## src/rtl/debounce_multi.sv

```systemverilog
// Multi-channel input debouncer: two-flop synchroniser per line, then a run-length
// counter that flips the debounced level after STABLE consecutive disagreeing sample ticks.
module debounce_multi #(
    parameter int CHANNELS   = 4,
    parameter int STABLE     = 4,
    parameter int PRESCALE   = 1,
    parameter int INIT_LEVEL = 0
) (
    input  logic                iClk,
    input  logic                iReset,
    input  logic [CHANNELS-1:0] iIn,
    output logic [CHANNELS-1:0] oState,
    output logic [CHANNELS-1:0] oRise,
    output logic [CHANNELS-1:0] oFall,
    output logic                oTick
);

    localparam int CW = $clog2(STABLE + 1);
    localparam int PW = $clog2(PRESCALE + 1);
    localparam logic [CW-1:0] CNT_LAST   = CW'(STABLE - 1);
    localparam logic [PW-1:0] PRESC_LAST = PW'(PRESCALE - 1);
    localparam logic          INIT_BIT   = (INIT_LEVEL != 0);

    logic [CHANNELS-1:0] sync_1;
    logic [CHANNELS-1:0] sync_2;
    logic [CW-1:0]       run_cnt [CHANNELS];
    logic [PW-1:0]       presc;
    logic                tick;

    assign tick = (presc == PRESC_LAST);

    always_ff @(posedge iClk) begin
        if (iReset) begin
            sync_1 <= {CHANNELS{INIT_BIT}};
            sync_2 <= {CHANNELS{INIT_BIT}};
            oState <= {CHANNELS{INIT_BIT}};
            oRise  <= '0;
            oFall  <= '0;
            oTick  <= 1'b0;
            presc  <= '0;
            for (int i = 0; i < CHANNELS; i++) begin
                run_cnt[i] <= '0;
            end
        end else begin
            sync_1 <= iIn;
            sync_2 <= sync_1;
            oTick  <= tick;
            presc  <= tick ? '0 : presc + PW'(1);
            // Pulses default low so they last exactly one clock after a flip.
            oRise  <= '0;
            oFall  <= '0;
            if (tick) begin
                for (int i = 0; i < CHANNELS; i++) begin
                    if (sync_2[i] == oState[i]) begin
                        run_cnt[i] <= '0;
                    end else if (run_cnt[i] == CNT_LAST) begin
                        run_cnt[i] <= '0;
                        oState[i]  <= sync_2[i];
                        oRise[i]   <= sync_2[i];
                        oFall[i]   <= ~sync_2[i];
                    end else begin
                        run_cnt[i] <= run_cnt[i] + CW'(1);
                    end
                end
            end
        end
    end

endmodule

```

## config.mk

```make
export PLATFORM = sky130hd
export DESIGN_NAME = debounce_multi
export DESIGN_NICKNAME = d
export VERILOG_FILES = /design/src/rtl/debounce_multi.sv
export SDC_FILE = /design/constraint.sdc
export NUM_CORES = 1
export LEC_CHECK = 0
export ABC_AREA = 1
export CAP_MARGIN = 10
export CELL_PAD_IN_SITES_DETAIL_PLACEMENT = 2
export CELL_PAD_IN_SITES_GLOBAL_PLACEMENT = 2
export CORE_MARGIN = 4
export CORE_UTILIZATION = 35
export DETAILED_ROUTE_END_ITERATION = 8
export PLACE_DENSITY = 0.82
export SLEW_MARGIN = 40
export SYNTH_ARGS = -nofsm -noshare
export SYNTH_HDL_FRONTEND = slang
export SYNTH_SLANG_ARGS = --single-unit
```

## constraint.sdc

```tcl
create_clock -name iClk -period 3.68 [get_ports iClk]
set_input_delay 0.368 -clock iClk [delete_from_list [all_inputs] [get_ports iClk]]
set_output_delay 0.368 -clock iClk [all_outputs]
set_load 0.01 [all_outputs]
```

==> impl_metrics.env <==
export IMPL_ctsResizeCount=0
export IMPL_cts_buffers=5
export IMPL_cellPowerDensity_mw_per_mm2=466
export IMPL_ys_ff_latch=34
export IMPL_drive_above_1_share_pct=6.06
export IMPL_fp_dieW_um=70.0
export IMPL_wirelength_um=3270
export IMPL_worstPathArrival_ns=1.70
export IMPL_place_hpwl_um=2410
export IMPL_regToRegEndpoint="run_cnt[2][2]$_SDFFCE_PN0P_"
export IMPL_min_path_cells=2
export IMPL_fin_skew_ns=0.00486
export IMPL_reg2reg_depth=5
export IMPL_holdWs_ns=0.413
export IMPL_drv_cap=0
export IMPL_drcViolationCount=0
export IMPL_p_clk_share_pct=43.3
export IMPL_drtIter0Drc=22
export IMPL_cts_root_buffer="clkbuf_8"
export IMPL_syn_cell_area_mm2=0.00135
export IMPL_clk_path_buf_depth=2
export IMPL_max_stage_delay_ns=0.77
export IMPL_final_cell_mix="inv_1 (38), nor2_1 (24), dfxtp_1 (22), clkdlybuf4s50_1 (18), nand2_1 (15)"
export IMPL_pwr_share_seq_pct=52.1
export IMPL_ir_drop_uv=214
export IMPL_netlist_instances=141
export IMPL_instances_no_fill=213
export IMPL_worst_pin_slew_ns=0.509
export IMPL_htree_levels=2
export IMPL_startpoint_type="primary input"
export IMPL_port_buffer_count=18
export IMPL_power_total_uw=780
export IMPL_clock_latency_ns=0.29
export IMPL_area_growth_pct=24.5
export IMPL_tns_ns=0
export IMPL_grt_max_degree=14
export IMPL_cp_required_ns=3.61
export IMPL_p_leak_nw=0.785
export IMPL_rsz0062_at_grt="false"
export IMPL_r2r_start="run_cnt[2][0]$_SDFFCE_PN0P_"
export IMPL_hp_class="flip-flop to flip-flop"
export IMPL_p_sw_uw=167
export IMPL_vias=990
export IMPL_layout_min_cycle_time_ns=1.77
export IMPL_overflow=0
export IMPL_r2r_slack_ns=2.19
export IMPL_final_antenna_net_count=0
export IMPL_critical_path_peak_fanout=12
export IMPL_clock_sinks=34
export IMPL_drv_slew=0
export IMPL_cts_tree="built"
export IMPL_viasPerCell=4.65
export IMPL_crit_type="primary input to flip-flop"
export IMPL_firstDrtPassIters=4
export IMPL_cp_end_kind="flip-flop"
export IMPL_intPower_uw=613
export IMPL_post_route_cell_area_mm2=0.00167
export IMPL_hold_end="sync_2[2]$_SDFF_PP0_"
export IMPL_period_share_pct=48.2
export IMPL_seq_area_frac_synth_pct=59.5
export IMPL_initial_core_util_pct=36.5
export IMPL_syn_num_nets=155
export IMPL_antenna_found_initial=0
export IMPL_switching_share_pct=21.4
export IMPL_dieArea_mm2=0.00490
export IMPL_clock_fmax_mhz=564
export IMPL_max_slew_margin_rel_pct=66.0
export IMPL_placed_cells=205
export IMPL_cp_cell_sequence="clkdlybuf4s50_1 > inv_1 > nand2_1"
export IMPL_grt_use_total_pct=15.4
export IMPL_slowest_stage="clkdlybuf4s50_1"
export IMPL_yosysUniqueCellTypes=13
export IMPL_placed_area_mm2=0.00157
export IMPL_wl_per_cell_um=15.4
export IMPL_grt_pass1_vias=1190
export IMPL_row_count=22
export IMPL_layout_nets=178
export IMPL_synth_area_per_cell_um2=9.54
export IMPL_ios=19
export IMPL_finalSetupViolations=0
export IMPL_grt_pass1_wl_um=5620
export IMPL_layout_commonest_cell="inv_1"
export IMPL_p_comb_share_pct=4.6
export IMPL_hold_viol=0
export IMPL_gp_congestion=0.707
export IMPL_holdBufCountCts=0
export IMPL_ys_warn_count=0
export IMPL_holdCritStartpoint="sync_1[2]$_SDFF_PP0_"
export IMPL_core_area_mm2=0.00369
export IMPL_antenna_cells=0
export IMPL_die_h_um=70.0
export IMPL_clkTransAtPathRegs_ns=0.07
export IMPL_cts_setup_buffers=0
export IMPL_status="finished clean"
cells by family (layout without fill, tap and decap cells):
| family | after synthesis | after routing | share of synthesized area, % |
|---|---|---|---|
| flops | 34 | 34 | 59.5 |
| buf+inv | 40 | 64 | 12.1 |
| simple gates | 58 | 58 | 20.7 |
| fa+ha+maj | 8 | 8 | 7.44 |
| other cells | 1 | 1 | 0.279 |
how the worst max path moves through the flow:
stage	slack (ns)	cells after the start	from	to
floorplan	2.50	5	run_cnt[2][0]$_SDFFCE_PN0P_	run_cnt[2][0]$_SDFFCE_PN0P_
global placement	1.65	3	iReset	run_cnt[3][2]$_SDFFCE_PN0P_
detailed placement	1.56	3	iReset	run_cnt[1][0]$_SDFFCE_PN0P_
CTS	1.88	3	iReset	run_cnt[2][1]$_SDFFCE_PN0P_
global route	1.79	3	iReset	run_cnt[2][1]$_SDFFCE_PN0P_
finish	1.91	3	iReset	run_cnt[1][2]$_SDFFCE_PN0P_
flip-flops by register name (all words and copies together) (netlist names):
signal	count
oFall	4
oRise	4
oState	4
oTick	1
presc	1
run_cnt	12
sync_1	4
sync_2	4
Yosys cell counts (all sizes together):
cell	instances	area share (%)
edfxtp	12	27
buf	2	1.5
dfxtp	22	33
conb	1	0.28
inv	38	11
ha	8	7.4
nand3	6	2.2
nand4	12	6.7
nand2	15	4.2
nor2	25	7.5
layout make-up:
type                    instances  area (um^2)
fillers                       416         2010
flip-flops and latches         34          801
multi-input cells              67          382
repair buffers                 18          180
inverters                      38          143
clock buffers                   5         68.8
well taps                      48         60.1
clock inverters                 3         40.0
critical path, delay by kind of cell:
| kind | cells | cell delay [ns] |
|---|---|---|
| buf+inv | 2 | 0.92 |
| simple gates | 1 | 0.42 |
power groups by stage:
stage | Sequential (mW) | Clock (mW) | Combinational [mW]
final | 0.407 | 0.338 | 0.0358
after global routing | 0.408 | 0.367 | 0.0412
after CTS | 0.407 | 0.346 | 0.0373
after detailed placement | 0.415 | 0 | 0.0361
after global placement | 0.414 | 0 | 0.0310
after floorplan | 0.413 | 0 | 0.0217
metal layers:
metal / vias up / part of all wire [%] / wire length [um] / global-route usage (%)
met5: - / 0 / 0 / 0
met4: 0 / 2.7 / 88 / 9.36
met3: 10 / 3.8 / 123 / 4.32
met2: 18 / 60 / 1980 / 29.9
met1: 484 / 33 / 1090 / 13.7
li1: 478 / - / - / -
stage by stage:
| step | util [%] | worst slack, ns |
|---|---|---|
| global route | 45.4 | 1.79 |
| global placement | 42.4 | 1.65 |
| finish | 45.4 | 1.91 |
| CTS | 45.4 | 1.88 |
| floorplan | - | 2.50 |
| detailed placement | 42.4 | 1.56 |
(Power assumes the default switching activity.)
